<file path="src/rtl/galvo_point_scheduler.sv">
// Point FIFO and sequencer feeding the galvo DAC, one point per update strobe.
// Define GALVO_SCHED_SETTLE_EN to add large-jump blanking with a slowed settle period.
module galvo_point_scheduler #(
    parameter int COORD_W        = 12,
    parameter int DEPTH          = 16,
    parameter int PRIME          = 4,
    parameter int JUMP_THRESH    = 256,
    parameter int SETTLE_STROBES = 2
) (
    input  logic                     clk,
    input  logic                     reset,
    input  logic                     strobe_in,
    input  logic [1:0]               base_rate,
    input  logic                     pt_valid,
    input  logic [COORD_W-1:0]       pt_x,
    input  logic [COORD_W-1:0]       pt_y,
    input  logic                     pt_laser,
    input  logic                     pt_last,
    output logic                     pt_ready,
    output logic [COORD_W-1:0]       dac_x,
    output logic [COORD_W-1:0]       dac_y,
    output logic                     dac_load,
    output logic                     laser_en,
    output logic [1:0]               rate_setting,
    output logic                     frame_done,
    output logic                     underflow,
    output logic [$clog2(DEPTH):0]   fifo_count
);

    localparam int AW = $clog2(DEPTH);
    localparam int FW = 3 + 2 * COORD_W;
    localparam logic [AW:0]          DEPTH_C = (AW+1)'(DEPTH);
    localparam logic [AW:0]          PRIME_C = (AW+1)'(PRIME);
    localparam logic [COORD_W-1:0]   CENTRE  = {1'b1, {(COORD_W-1){1'b0}}};

    localparam logic [1:0] ST_IDLE = 2'd0;
    localparam logic [1:0] ST_DRAW = 2'd1;
`ifdef GALVO_SCHED_SETTLE_EN
    localparam logic [1:0] ST_SETTLE = 2'd2;
    localparam int SW = $clog2(SETTLE_STROBES + 1);
    localparam logic [SW-1:0]      SETTLE_C = SW'(SETTLE_STROBES);
    localparam logic [COORD_W:0]   THRESH_C = (COORD_W+1)'(JUMP_THRESH);
`endif

    if (DEPTH < 4 || (DEPTH & (DEPTH - 1)) != 0 || PRIME < 1 || PRIME > DEPTH ||
        SETTLE_STROBES < 1 || JUMP_THRESH < 0) begin : g_param_check
        $error("galvo_point_scheduler: illegal parameter combination");
    end

    logic [1:0]          state;
    logic [FW-1:0]       mem [DEPTH];
    logic [AW-1:0]       wr_ptr;
    logic [AW-1:0]       rd_ptr;
    logic [AW:0]         count;
    logic                push;
    logic                pop;
    logic [FW-1:0]       rd_entry;
    logic                rd_mark;
    logic                rd_last;
    logic                rd_laser;
    logic [COORD_W-1:0]  rd_x;
    logic [COORD_W-1:0]  rd_y;

    assign pt_ready   = (count != DEPTH_C);
    assign fifo_count = count;
    assign push       = pt_valid && pt_ready;
    assign pop        = (state == ST_DRAW) && strobe_in && (count != '0);
    assign rd_entry   = mem[rd_ptr];
    // The top bit marks a slot written since reset; it qualifies dac_load.
    assign {rd_mark, rd_last, rd_laser, rd_x, rd_y} = rd_entry;

    always_ff @(posedge clk or posedge reset) begin
        if (reset) begin
            wr_ptr <= '0;
            rd_ptr <= '0;
            count  <= '0;
            for (int i = 0; i < DEPTH; i++) begin
                mem[i] <= '0;
            end
        end else begin
            if (push) begin
                mem[wr_ptr] <= {1'b1, pt_last, pt_laser, pt_x, pt_y};
                wr_ptr      <= wr_ptr + 1'b1;
            end
            if (pop) begin
                rd_ptr <= rd_ptr + 1'b1;
            end
            case ({push, pop})
                2'b10:   count <= count + 1'b1;
                2'b01:   count <= count - 1'b1;
                default: count <= count;
            endcase
        end
    end

`ifdef GALVO_SCHED_SETTLE_EN
    logic signed [COORD_W:0] dx;
    logic signed [COORD_W:0] dy;
    logic                    large_jump;
    logic [SW-1:0]           settle_cnt;
    logic                    held_laser;

    function automatic logic [COORD_W:0] abs_coord(input logic signed [COORD_W:0] d);
        logic [COORD_W:0] u;
        u = d;
        return d[COORD_W] ? (~u + 1'b1) : u;
    endfunction

    // One extra bit keeps the full +/- span of an unsigned coordinate difference.
    assign dx = $signed({1'b0, rd_x}) - $signed({1'b0, dac_x});
    assign dy = $signed({1'b0, rd_y}) - $signed({1'b0, dac_y});
    assign large_jump = (abs_coord(dx) > THRESH_C) || (abs_coord(dy) > THRESH_C);
`endif

    always_ff @(posedge clk or posedge reset) begin
        if (reset) begin
            state        <= ST_IDLE;
            dac_x        <= CENTRE;
            dac_y        <= CENTRE;
            dac_load     <= 1'b0;
            laser_en     <= 1'b0;
            rate_setting <= 2'd0;
            frame_done   <= 1'b0;
            underflow    <= 1'b0;
`ifdef GALVO_SCHED_SETTLE_EN
            settle_cnt   <= '0;
            held_laser   <= 1'b0;
`endif
        end else begin
            dac_load   <= 1'b0;
            frame_done <= 1'b0;
            underflow  <= 1'b0;
`ifdef GALVO_SCHED_SETTLE_EN
            rate_setting <= (state == ST_SETTLE) ? 2'd0 : base_rate;
`else
            rate_setting <= base_rate;
`endif
            case (state)
                ST_IDLE: begin
                    laser_en <= 1'b0;
                    if (count >= PRIME_C) begin
                        state <= ST_DRAW;
                    end
                end
                ST_DRAW: begin
                    if (strobe_in) begin
                        if (count == '0) begin
                            underflow <= 1'b1;
                            laser_en  <= 1'b0;
                            state     <= ST_IDLE;
                        end else begin
                            dac_x      <= rd_x;
                            dac_y      <= rd_y;
                            dac_load   <= rd_mark;
                            frame_done <= rd_last;
`ifdef GALVO_SCHED_SETTLE_EN
                            if (large_jump) begin
                                laser_en   <= 1'b0;
                                held_laser <= rd_laser;
                                settle_cnt <= SETTLE_C;
                                state      <= ST_SETTLE;
                            end else begin
                                laser_en <= rd_laser;
                            end
`else
                            laser_en <= rd_laser;
`endif
                        end
                    end
                end
`ifdef GALVO_SCHED_SETTLE_EN
                ST_SETTLE: begin
                    if (strobe_in) begin
                        settle_cnt <= settle_cnt - 1'b1;
                        if (settle_cnt == SW'(1)) begin
                            laser_en <= held_laser;
                            state    <= ST_DRAW;
                        end
                    end
                end
`endif
                default: begin
                    laser_en <= 1'b0;
                    state    <= ST_IDLE;
                end
            endcase
        end
    end

endmodule

</file>
<file path="config.mk">
export PLATFORM = sky130hd
export DESIGN_NAME = galvo_point_scheduler
export DESIGN_NICKNAME = d
export VERILOG_FILES = /design/src/rtl/galvo_point_scheduler.sv
export SDC_FILE = /design/constraint.sdc
export NUM_CORES = 1
export LEC_CHECK = 0
export ABC_AREA = 1
export CORE_MARGIN = 10
export CORE_UTILIZATION = 40
export CTS_CLUSTER_SIZE = 10
export DETAILED_ROUTE_END_ITERATION = 7
export SLEW_MARGIN = 20
export SYNTH_ARGS = -nofsm -noshare
export SYNTH_HDL_FRONTEND = slang
export SYNTH_SLANG_ARGS = --single-unit
</file>
<file path="constraint.sdc">
create_clock -name clk -period 21.1 [get_ports clk]
set_clock_uncertainty 0.05 [all_clocks]
set_input_delay 4.22 -clock clk [delete_from_list [all_inputs] [get_ports clk]]
set_output_delay 4.22 -clock clk [all_outputs]
set_load 0.05 [all_outputs]
</file>
== Yosys cells after proc, flatten, opt, wreduce, memory -nomap -nowiden ==
Cells that the tools add are included.

* Bits in registers: 477
* Bits of input ports: 32
* Output and inout bits: 36
* Logic and storage cells: 78

* Add/subtract/negate cells: 4
* $lt $le $gt $ge: 4
* Equality and inequality tests: 7
* Multiplexer cells: 23
* Bitwise logic cells: 3
* Reductions and logical operators: 10

{| class="wikitable"
|+ Operators with widths
! operator !! count
|-
| 432-bit bitwise mux || 1
|-
| 27-bit binary-select mux with 4-bit select || 1
|-
| 27-bit demux with 4-bit select || 1
|-
| 27-bit two-way mux || 3
|-
| 1-bit two-way mux || 12
|-
| 5-bit greater-or-equal comparator (second input constant) || 2
|-
| 4-bit NOT with 5-bit output || 2
|-
| 5-bit case mux with 2 select lines || 1
|-
| 4-bit by 1-bit adder with 4-bit output (second input constant) || 2
|-
| 2-bit two-way mux || 3
|-
| 3-bit AND reduction || 2
|-
| 5-bit by 1-bit adder with 5-bit output (second input constant) || 1
|-
| 5-bit by 3-bit greater-or-equal comparator with 1-bit output (second input constant) || 1
|-
| 5-bit logical NOT || 1
|-
| 5-bit by 1-bit < comparator with 1-bit output (second input constant) || 1
|-
| 5-bit inequality test (second input constant) || 1
|-
| 5-bit nonzero test || 1
|-
| 5-bit by 1-bit subtractor with 5-bit output (second input constant) || 1
|-
| 2-bit by 1-bit equality test with 1-bit output (second input constant) || 2
|-
| 1-bit logical AND || 4
|-
| 2-bit inequality test (second input constant) || 2
|-
| 2-bit case mux with 2 select lines || 1
|-
| 2-bit equality test (second input constant) || 1
|-
| 2-bit logical NOT || 1
|-
| 3 further kinds || 3
|}

== Logic depth before layout (Yosys ltp) ==
Gate-level depths: netlist (run 1).

* Depth after elaboration: 7
* Depth in mapped cells: 17
* Mapped depth without buffers: 16

== Worst setup path after synthesis (run 1) ==
OpenSTA, ideal clock, no wires.

* Kind: input-to-reg
* Start point: input strobe_in
* End point: register count[4] (netlist: fifo_count[4])
* Library setup time: 0.120 ns
* Arrival: 5.885 ns
* Required time: 20.930 ns
* Slack: 15.045 ns
* Stages: 16
* Buffers on the path: 1
* Path through: nand2_1 inv_1 nand2_1 inv_1 clkbuf_1 ha_1 nand2_1 inv_1 nor2_1 ha_1 a21oi_1 nor2_1 nand3_1 nand3_1 nand2_1 nand2_1

* Longest elaborated chain between the ends: 4
* Elaborated cells between the ends (all ways): 6
* Classes of those cells: eq/ne: 2; mux: 1; reduce/logical: 3

{| class="wikitable"
|+ Ends and longest elaborated chain
! element !! line !! source
|-
| start: declaration || 12 || <nowiki>input logic strobe_in,</nowiki>
|-
| 1-bit logical AND * (2 in a row) || 67 || <nowiki>assign pop = (state == ST_DRAW) && strobe_in && (count != '0);</nowiki>
|-
| via pop || 56 || <nowiki>logic pop;</nowiki>
|-
| 2-bit by 1-bit equality test with 1-bit output / 2-bit equality test (equally long branches) || 88 || <nowiki>case ({push, pop})</nowiki>
|-
| 5-bit case mux with 2 select lines / 2-bit nonzero test (equally long branches) || - ||
|-
| end signal: assignment || 89 || <nowiki>2'b10: count <= count + 1'b1;</nowiki>
|-
| end signal: assignment || 90 || <nowiki>2'b01: count <= count - 1'b1;</nowiki>
|-
| end signal: assignment || 91 || <nowiki>default: count <= count;</nowiki>
|-
| end: declaration || 54 || <nowiki>logic [AW:0] count;</nowiki>
|}

Mark *: on every way through the listed nets, which the timed path passes. The rest lies on a longest branch.
A chain may end at the register's enable or synchronous reset.

== Worst setup path after layout (run 1) ==
* Start point: input strobe_in
* End point: register count[4] (netlist: fifo_count[4])

* Longest elaborated chain between the ends: 4
* Elaborated cells between the ends (all ways): 6
* Classes of those cells: eq/ne: 2; mux: 1; reduce/logical: 3

{| class="wikitable"
|+ Ends and longest elaborated chain
! element !! line
|-
| 1-bit logical AND * (2 in a row) || 67
|-
| 2-bit by 1-bit equality test with 1-bit output / 2-bit equality test (equally long branches) || 88
|-
| 5-bit case mux with 2 select lines / 2-bit nonzero test (equally long branches) || -
|}

Mark *: on every way between the ends. The rest lies on a longest branch, timed or not.

==> results by group, run 1 <==
Outcome
  – Status: complete, no violations

Clock network
  – CTS max path bufs: 3
  – Post_cts resized: 0
  – CTS clk-pin slew, worst paths: 60 ps
  – CTS Hold Buffers Added: 0
  – Clock latency on the worst-skew pair: 590 ps
  – H-Tree Depth: 2
  – Postcts setup bufs: 0
  – Clock Sinks: 476
  – TritonCTS clock tree: done
  – CTS Buf Count: 53
  – Clock Tree Root: clkbuf_16

Die
  – Initial Util: 0.403
  – Total core area: 55000 um2
  – Num ports: 68
  – Die area: 65200 um2
  – Die Y-Extent: 255 um
  – Die X: 255 um
  – Num rows: 86

Critical path
  – CP required: 21530 ps
  – Crit path max fanout: 21
  – Reg2reg end: dac_y[1]$_DFFE_PP0P_
  – Worst R2R Setup Slack: 17640 ps
  – Critical path startpoint category: primary input
  – CP Data Arrival Time: 7300 ps
  – Crit path kind: primary input to flip-flop
  – Critical Path End Type: flip-flop
  – Reg2Reg Launch Point: rd_ptr[0]$_DFFE_PP0P_
  – Register-to-Register Path Depth: 8

Synth
  – Yosys cell types: 33
  – Cells after Synth: 2590
  – Prevailing post-synth register cell: dfrtp_1
  – Mapped Area: 22200 um2
  – Syn. warnings: 0
  – Synth area leader: dfrtp_1
  – Yosys reg bits: 476
  – Post-synth EDFFs: 0
  – Post-synth top area share: 0.535
  – Syn Area/Cell: 8.55 um2
  – Fraction of registers with async set/reset: 1.00
  – Register area share after synthesis: 0.538
  – Syn_nets: 2630
  – Synth area leaders: dfrtp_1 (54%), nand2_1 (17%), nand3_1 (4.8%), o21ai_0 (4.7%), o21ai_2 (3.4%)

Power
  – Sequential power share: 0.397
  – Int Pwr: 2.31 mW
  – Switching Share: 0.419
  – Clock share of power: 0.206
  – Comb power frac: 0.397
  – P_leak: 11.3 nW
  – Pwr dens: 164 nW/um2
  – Switch Pwr: 1.67 mW
  – Total Power: 3.98 mW
  – Max IR drop VDD: 0.0850 mV

Routing
  – Routed len/inst: 19.7 um
  – DRC viols: 0
  – Vias: 17.6k
  – Pre-antenna DRT Iters: 6
  – Routed wire length: 64800 um
  – 1st-iter DRT viols: 1805
  – Mean number of vias per cell: 5.32
  – Antenna viol nets, final: 0

Timing
  – Hold slack: 400 ps
  – Post-route setup slack: 14230 ps
  – Max Freq: 146 MHz
  – Rel. slew slack: 0.263
  – Final setup vio count: 0
  – Pins Over Slew Limit: 0
  – RSZ-0062 raised after global routing: false
  – Worst-Margin Slew: 1110 ps
  – Final worst-path cycle share: 0.326
  – TNS Setup: 0 ps
  – Final Hold Fails: 0
  – Crit path time final: 6870 ps

Hold path
  – Hold depth: 2
  – Hold Path End: mem[53]$_DFFE_PP0P_
  – Type of the most critical hold path: flip-flop to flip-flop
  – Hold path start: mem[53]$_DFFE_PP0P_

Flow run
  – Max Cap Viol: 0

Placed design
  – Setup WS pre-CTS: 13730 ps
  – GP Congestion: 0.753
  – Port Buffers: 67
  – DPL Wire Length: 31800 um

Finish
  – Nets@finish: 2577
  – Layout cells sized above 1: 0.0776
  – FILL cells: 5405
  – ANT cells: 0
  – Area Overhead vs Synth: 9.23%

GRT
  – GRT Util Overall: 0.196
  – First-pass GRT wire length: 102000 um
  – Antenna violations before repair: 1
  – Number of global-route vias before repair: 17.1k
  – Overflow after GRT: 0
  – Largest net degree at the start of global routing: 188
==> layout by cell type, fill, tap and decap left out, types with 2 or more instances in the layout <==
cell type and n:
clkbuf_16 55, nand2_8 9, nand3_1 212, o211ai_1 3, o21ai_0 208, o21ai_2 86, clkbuf_1 11, nand3b_1 46
buf_4 18, clkdlybuf4s50_1 67, dfrtp_1 472, a21oi_1 94, ha_1 8, nand2_1 989, xor2_1 7, dfstp_2 2
nor2_4 2, nand3_4 4, buf_6 2, inv_2 4, o21ai_1 132, nor2_1 26, nand4_1 2, inv_1 70
inv_8 2, xnor2_1 3, nand2_2 5, inv_6 2
==> layer usage <==
| layer | routed length (um) | vias up | GRT usage |
|---|---|---|---|
| li1 | - | 8291 | - |
| met1 | 29500 | 8606 | 0.274 |
| met2 | 29900 | 554 | 0.311 |
| met3 | 3780 | 104 | 0.0262 |
| met4 | 1690 | 0 | 0.0614 |
| met5 | 0 | - | 0 |
==> critical path, cell delays in order <==
cell and delay (ps):
clkdlybuf4s50_1 470, nand2_1 70, inv_1 50, nand2_1 80, inv_1 490, buf_4 480
ha_1 360, nand2_1 90, inv_1 70, nor2_1 60, ha_1 180, a21oi_1 210
nor2_1 100, nand3_1 120, nand3_1 100, nand2_1 90, nand2_1 50
==> synth_stat cells (all sizes together) (7+ instances only) <==
cell	number
inv	77
buf	119
nor2	29
nand3b	46
dfrtp	474
nand3	216
o21ai	426
a21oi	94
nand2	1003
ha	8
xor2	7
clkbuf	78
==> through the flow <==
stage               utilization  std cells  cell area, um2
detailed placement        0.413       3229           22700
global placement          0.413       3229           22700
finish                    0.440       3298           24200
CTS                       0.439       3297           24200
global route              0.440       3298           24200
floorplan                     -       2590           22200
==> sequential cells by signal, summed over array words and instances (netlist names) <==
name	flops
frame_done	1
wr_ptr	4
dac_y	12
laser_en	1
fifo_count	5
rd_ptr	4
dac_x	12
rate_setting	2
underflow	1
dac_load	1
mem	432
state	1
==> how the worst max path moves through the flow <==
stage                     startpoint                        end  slack (ps)  cells past startpoint
final                      strobe_in  fifo_count[4]$_DFFE_PP0P_       14230                     17
after detailed placement   strobe_in  fifo_count[4]$_DFFE_PP0P_       13730                     17
after global placement     strobe_in  fifo_count[4]$_DFFE_PP0P_       13810                     17
after CTS                  strobe_in  fifo_count[4]$_DFFE_PP0P_       14370                     17
after global routing       strobe_in  fifo_count[4]$_DFFE_PP0P_       14110                     17
after floorplan                reset         dac_load$_DFF_PP0_        3550                      1
==> area by class of cell <==
type | count | area (um2) | area share
flip-flops and latches | 476 | 11900 | 0.493
inverters | 78 | 313 | 0.0129
clock inverters | 1 | 8.76 | 0.000362
multi-input cells | 1839 | 8710 | 0.360
repair buffers | 89 | 876 | 0.0362
clock buffers | 67 | 1430 | 0.0592
well taps | 748 | 936 | 0.0387
==> cells by family (layout without fill, tap and decap cells) <==
kind of cell | Yosys count | after routing | share of synthesized area
simple gates | 1298 | 1298 | 0.251
compound gates | 523 | 523 | 0.133
flops | 476 | 476 | 0.538
buf+inv | 275 | 235 | 0.0692
xor+xnor | 10 | 10 | 0.00395
fa+ha+maj | 8 | 8 | 0.00452
==> power groups by stage <==
stage | Combinational (mW) | Sequential (mW) | Clock, mW
detailed placement | 1.57 | 1.58 | 0
global placement | 1.54 | 1.57 | 0
global route | 1.77 | 1.63 | 0.875
finish | 1.58 | 1.58 | 0.820
floorplan | 1.11 | 1.60 | 0
CTS | 1.58 | 1.57 | 0.837
Note: power is estimated with default switching activity, not from simulation.
==> inputs of run 2 (changes only) <==
==> constraint.sdc (replaced) <==
create_clock -name clk -period 6.5 [get_ports clk]
set_clock_uncertainty 0.05 [all_clocks]
set_input_delay 1.3 -clock clk [delete_from_list [all_inputs] [get_ports clk]]
set_output_delay 1.3 -clock clk [all_outputs]
set_load 0.05 [all_outputs]
==> results by group, run 2 (synthesis gave the netlist of run 1 again) <==
Timing
  – Final setup vio count: 0
  – Worst-Margin Slew: 1080 ps
  – RSZ-0062 raised after global routing: false
  – Max Freq: 277 MHz
  – Final worst-path cycle share: 0.556
  – Crit path time final: 3610 ps
  – Final Hold Fails: 0
  – Rel. slew slack: 0.278
  – Pins Over Slew Limit: 0

Clock network
  – Post_cts resized: 0
  – CTS max path bufs: 3
  – Clock Tree Root: clkbuf_16
  – Postcts setup bufs: 0
  – TritonCTS clock tree: done
  – Clock Sinks: 476
  – CTS clk-pin slew, worst paths: 60 ps
  – Clock latency on the worst-skew pair: 600 ps
  – CTS Hold Buffers Added: 0
  – CTS Buf Count: 54
  – H-Tree Depth: 2

Power
  – Pwr dens: 532 nW/um2
  – Switching Share: 0.418
  – Total Power: 12.9 mW
  – Comb power frac: 0.392
  – Max IR drop VDD: 0.262 mV
  – Sequential power share: 0.398
  – Int Pwr: 7.51 mW
  – Clock share of power: 0.209
  – P_leak: 11.3 nW
  – Switch Pwr: 5.39 mW

Die
  – Die X: 255 um
  – Initial Util: 0.403
  – Die area: 65200 um2
  – Die Y-Extent: 255 um
  – Num rows: 86
  – Num ports: 68
  – Total core area: 55000 um2

Finish
  – Layout cells sized above 1: 0.0782
  – Final std cells w/o fill: 3305
  – Top reg by flops: mem
  – ANT cells: 0
  – Commonest non-fill, non-tap cells in the layout: nand2_1 (989), dfrtp_1 (472), nand3_1 (212)
  – Max FFs per register: 432
  – FILL cells: 5391
  – Area Overhead vs Synth: 9.36%
  – Nets@finish: 2579
  – Biggest regs: mem x432, dac_x x12, dac_y x12
  – Commonest non-fill, non-tap cell in the layout: nand2_1

Outcome
  – Status: complete, no violations

Critical path
  – Crit path max fanout: 87
  – Critical-path top delay cell: dfrtp_4
  – CP required: 6990 ps
  – CP peak stage delay: 990 ps
  – Critical Path End Type: flip-flop
  – CP Data Arrival Time: 4100 ps
  – Reg2Reg Launch Point: rd_ptr[0]$_DFFE_PP0P_
  – Register-to-Register Path Depth: 8
  – Worst R2R Setup Slack: 2890 ps
  – Crit. path cell count: 8
  – Crit path from: rd_ptr[0]$_DFFE_PP0P_
  – CP delay by family, top: buffers and inverters
  – Worst setup endpoint: dac_y[9]$_DFFE_PP0P_
  – Critical Path Most Common Cell: nand3_1
  – CP Cell Sequence: buf_4 -> buf_4 -> nand2_1 -> nand3_1 -> nand3_1 -> nand3b_1 -> nand3_1 -> nand2_1
  – Reg2reg end: dac_y[9]$_DFFE_PP0P_
  – Critical path startpoint category: flip-flop
  – Worst path bufs/invs: 2
  – Crit path kind: flip-flop to flip-flop

Routing
  – Pre-antenna DRT Iters: 5
  – Routed wire length: 63400 um
  – 1st-iter DRT viols: 1597
  – Routed len/inst: 19.2 um
  – Mean number of vias per cell: 5.32
  – Vias: 17.6k
  – DRC viols: 0
  – Antenna viol nets, final: 0

Placed design
  – GP Congestion: 0.750
  – DP Cell Count: 3231
  – Port Buffers: 67
  – DPL Wire Length: 31600 um

GRT
  – GRT Util Overall: 0.192
  – First-pass GRT wire length: 100000 um
  – Antenna violations before repair: 0
  – Largest net degree at the start of global routing: 187
  – Overflow after GRT: 0
  – Number of global-route vias before repair: 17.1k

Flow run
  – Max Cap Viol: 0

Hold path
  – Type of the most critical hold path: flip-flop to flip-flop
==> run 2: cell types whose count changed in the layout (fill, tap and decap cells not counted), sizes merged <==
| cell | delta |
|---|---|
| clkbuf | +5 |
| buf | +1 |
| clkinv | +1 |
| clkinvlp | +1 |
| inv | -1 |
==> run 2: final cells by class <==
type                    instances  area, um2  area share
clock inverters                 2       13.8    0.000568
inverters                      78        312      0.0129
repair buffers                 90        881      0.0364
flip-flops and latches        476      11900       0.492
clock buffers                  72       1450      0.0599
multi-input cells            1839       8710       0.360
well taps                     748        936      0.0386
==> run 2: routing by layer <==
layer  GRT usage  up-vias  part of all wire  routed length, um
li1            -     8295                 -                  -
met1       0.260     8658              0.45              28700
met2       0.313      524              0.47              29600
met3      0.0321      101             0.060               3830
met4      0.0545        0             0.021               1300
met5           0        -                 0                  0
==> run 2: stage by stage <==
step	hold WS (ps)	cell area, um2	setup TNS [ps]	util	worst slack (ps)
floorplan	371	22200	-614850	-	-1300
global placement	384	22800	0	0.414	2610
detailed placement	387	22800	0	0.414	2570
CTS	402	24200	0	0.441	2960
finish	398	24200	0	0.441	2890
global route	418	24200	0	0.441	2680
==> run 2: worst min path at each step <==
stage	cells after the start	end	slack, ps	from
finish	2	mem[161]$_DFFE_PP0P_	400	mem[161]$_DFFE_PP0P_
global route	2	mem[350]$_DFFE_PP0P_	420	mem[350]$_DFFE_PP0P_
CTS	2	mem[161]$_DFFE_PP0P_	400	mem[161]$_DFFE_PP0P_
detailed placement	2	mem[161]$_DFFE_PP0P_	390	mem[161]$_DFFE_PP0P_
global placement	2	mem[134]$_DFFE_PP0P_	380	mem[134]$_DFFE_PP0P_
floorplan	2	mem[161]$_DFFE_PP0P_	370	mem[161]$_DFFE_PP0P_
==> run 2: power by group through the flow <==
stage               logic (mW)  clock network, mW  registers (mW)
finish                    5.06               2.70            5.14
global route              5.71               2.87            5.30
CTS                       5.08               2.75            5.12
detailed placement        5.06                  0            5.16
global placement          4.96                  0            5.11
floorplan                 3.60                  0            5.20
==> run 2: tightest hold or removal path, stage by stage (launching register included) <==
cell	delay (ps)
dfrtp_1	320
inv_1	50
nand2_1	50
==> inputs of run 3 (changes only) <==
==> constraint.sdc (replaced) <==
create_clock -name clk -period 3.2 [get_ports clk]
set_clock_uncertainty 0.05 [all_clocks]
set_input_delay 0.64 -clock clk [delete_from_list [all_inputs] [get_ports clk]]
set_output_delay 0.64 -clock clk [all_outputs]
set_load 0.05 [all_outputs]
==> results by group, run 3 (synthesis gave the netlist of run 1 again) <==
Finish
  – Commonest non-fill, non-tap cells in the layout: nand2_1 (989), dfrtp_1 (472), nand3_1 (212)
  – FILL cells: 5415
  – Nets@finish: 2596
  – Final std cells w/o fill: 3318
  – Layout cells sized above 1: 0.0844
  – Top reg by flops: mem
  – Max FFs per register: 432
  – Area Overhead vs Synth: 10.7%
  – ANT cells: 0
  – Biggest regs: mem x432, dac_x x12, dac_y x12
  – Commonest non-fill, non-tap cell in the layout: nand2_1

Clock network
  – TritonCTS clock tree: done
  – Clock Sinks: 476
  – CTS max path bufs: 3
  – Clock Tree Root: clkbuf_16
  – H-Tree Depth: 2
  – CTS clk-pin slew, worst paths: 50 ps
  – Postcts setup bufs: 0
  – Clock latency on the worst-skew pair: 600 ps
  – CTS Buf Count: 54
  – Post_cts resized: 0
  – CTS Hold Buffers Added: 0

Timing
  – Final setup vio count: 0
  – Pins Over Slew Limit: 0
  – Rel. slew slack: 0.389
  – Final Hold Fails: 0
  – Max Freq: 356 MHz
  – Hold slack: 398 ps
  – Post-route setup slack: 394 ps
  – Final worst-path cycle share: 0.877
  – Crit path time final: 2810 ps
  – Worst-Margin Slew: 916 ps
  – RSZ-0062 raised after global routing: false

Critical path
  – Critical Path End Type: primary output
  – Crit path max fanout: 5
  – CP required: 2510 ps
  – CP peak stage delay: 740 ps
  – Critical path startpoint category: flip-flop
  – Critical-path top delay cell: clkdlybuf4s50_1
  – Crit path kind: flip-flop to primary output
  – CP Cell Sequence: nor2_4 -> nand4_4 -> clkdlybuf4s50_1
  – CP Data Arrival Time: 2120 ps

Power
  – Pwr dens: 1080 nW/um2
  – P_leak: 11.4 nW
  – Max IR drop VDD: 0.655 mV
  – Total Power: 26.4 mW

Routing
  – Antenna viol nets, final: 0
  – Routed wire length: 63500 um
  – Routed len/inst: 19.1 um
  – Mean number of vias per cell: 5.34
  – DRC viols: 0
  – 1st-iter DRT viols: 1706
  – Vias: 17.7k
  – Pre-antenna DRT Iters: 5

Die
  – Initial Util: 0.403
  – Num ports: 68
  – Num rows: 86
  – Total core area: 55000 um2
  – Die X: 255 um
  – Die Y-Extent: 255 um
  – Die area: 65200 um2

Placed design
  – DPL Wire Length: 33200 um
  – Setup WS pre-CTS: 357 ps
  – DP Cell Count: 3248
  – Port Buffers: 67
  – GP Congestion: 0.787

GRT
  – GRT Util Overall: 0.193
  – Largest net degree at the start of global routing: 172
  – First-pass GRT wire length: 101000 um
  – Antenna violations before repair: 0
  – Overflow after GRT: 0
  – Number of global-route vias before repair: 17.3k

Hold path
  – Type of the most critical hold path: flip-flop to flip-flop

Flow run
  – Max Cap Viol: 0

Outcome
  – Status: complete, no violations
## run 3: cell types whose count changed in the layout (fill, tap and decap cells not counted), sizes merged
| cell | delta |
|---|---|
| buf | +17 |
| clkinv | -1 |
| clkbuf | -3 |
## run 3: worst paths after layout
| check | start | end | slack (ps) | cells after the start |
|---|---|---|---|---|
| setup reg to reg | fifo_count[3]$_DFFE_PP0P_ | fifo_count[4]$_DFFE_PP0P_ | 840 | 14 |
| hold / removal | mem[80]$_DFFE_PP0P_ | mem[80]$_DFFE_PP0P_ | 400 | 2 |
| setup / recovery | fifo_count[3]$_DFFE_PP0P_ | pt_ready | 390 | 3 |
| hold reg to reg | mem[80]$_DFFE_PP0P_ | mem[80]$_DFFE_PP0P_ | 400 | 2 |
| max in group asynchronous | reset | mem[430]$_DFFE_PP0P_ | 1790 | 4 |
| min in group asynchronous | reset | mem[152]$_DFFE_PP0P_ | 550 | 3 |
## run 3: worst max-delay path, delay by kind of cell (launching register included)
family                 cells  cell delay (ps)
AND/OR/NAND/NOR            2              320
flip-flops                 1              470
buffers and inverters      1              740
## run 3: through the flow
| step | area [um2] | utilization | setup TNS, ps |
|---|---|---|---|
| global placement | 23100 | 0.419 | 0 |
| CTS | 24500 | 0.446 | 0 |
| finish | 24500 | 0.446 | 0 |
| floorplan | 22200 | - | -1870500 |
| detailed placement | 23100 | 0.419 | 0 |
| global route | 24500 | 0.446 | 0 |
## run 3: final cells by class
| cell class | count | area, um2 | share of cell area |
|---|---|---|---|
| clock buffers | 69 | 1450 | 0.0591 |
| clock inverters | 1 | 8.76 | 0.000357 |
| well taps | 748 | 936 | 0.0382 |
| inverters | 78 | 309 | 0.0126 |
| repair buffers | 107 | 1180 | 0.0483 |
| flip-flops and latches | 476 | 11900 | 0.486 |
| multi-input cells | 1839 | 8710 | 0.355 |
## run 3: where the power goes
| part | switching (mW) | internal [mW] |
|---|---|---|
| combinational | 7.07 | 3.60 |
| clock | 2.35 | 3.10 |
| sequential | 1.57 | 8.74 |
## run 3: layer usage
layer | up-vias | global-route usage | wire length (um)
li1 | 8327 | - | -
met1 | 8724 | 0.269 | 29000
met2 | 564 | 0.304 | 29200
met3 | 94 | 0.0300 | 3850
met4 | 0 | 0.0575 | 1490
met5 | - | 0 | 0
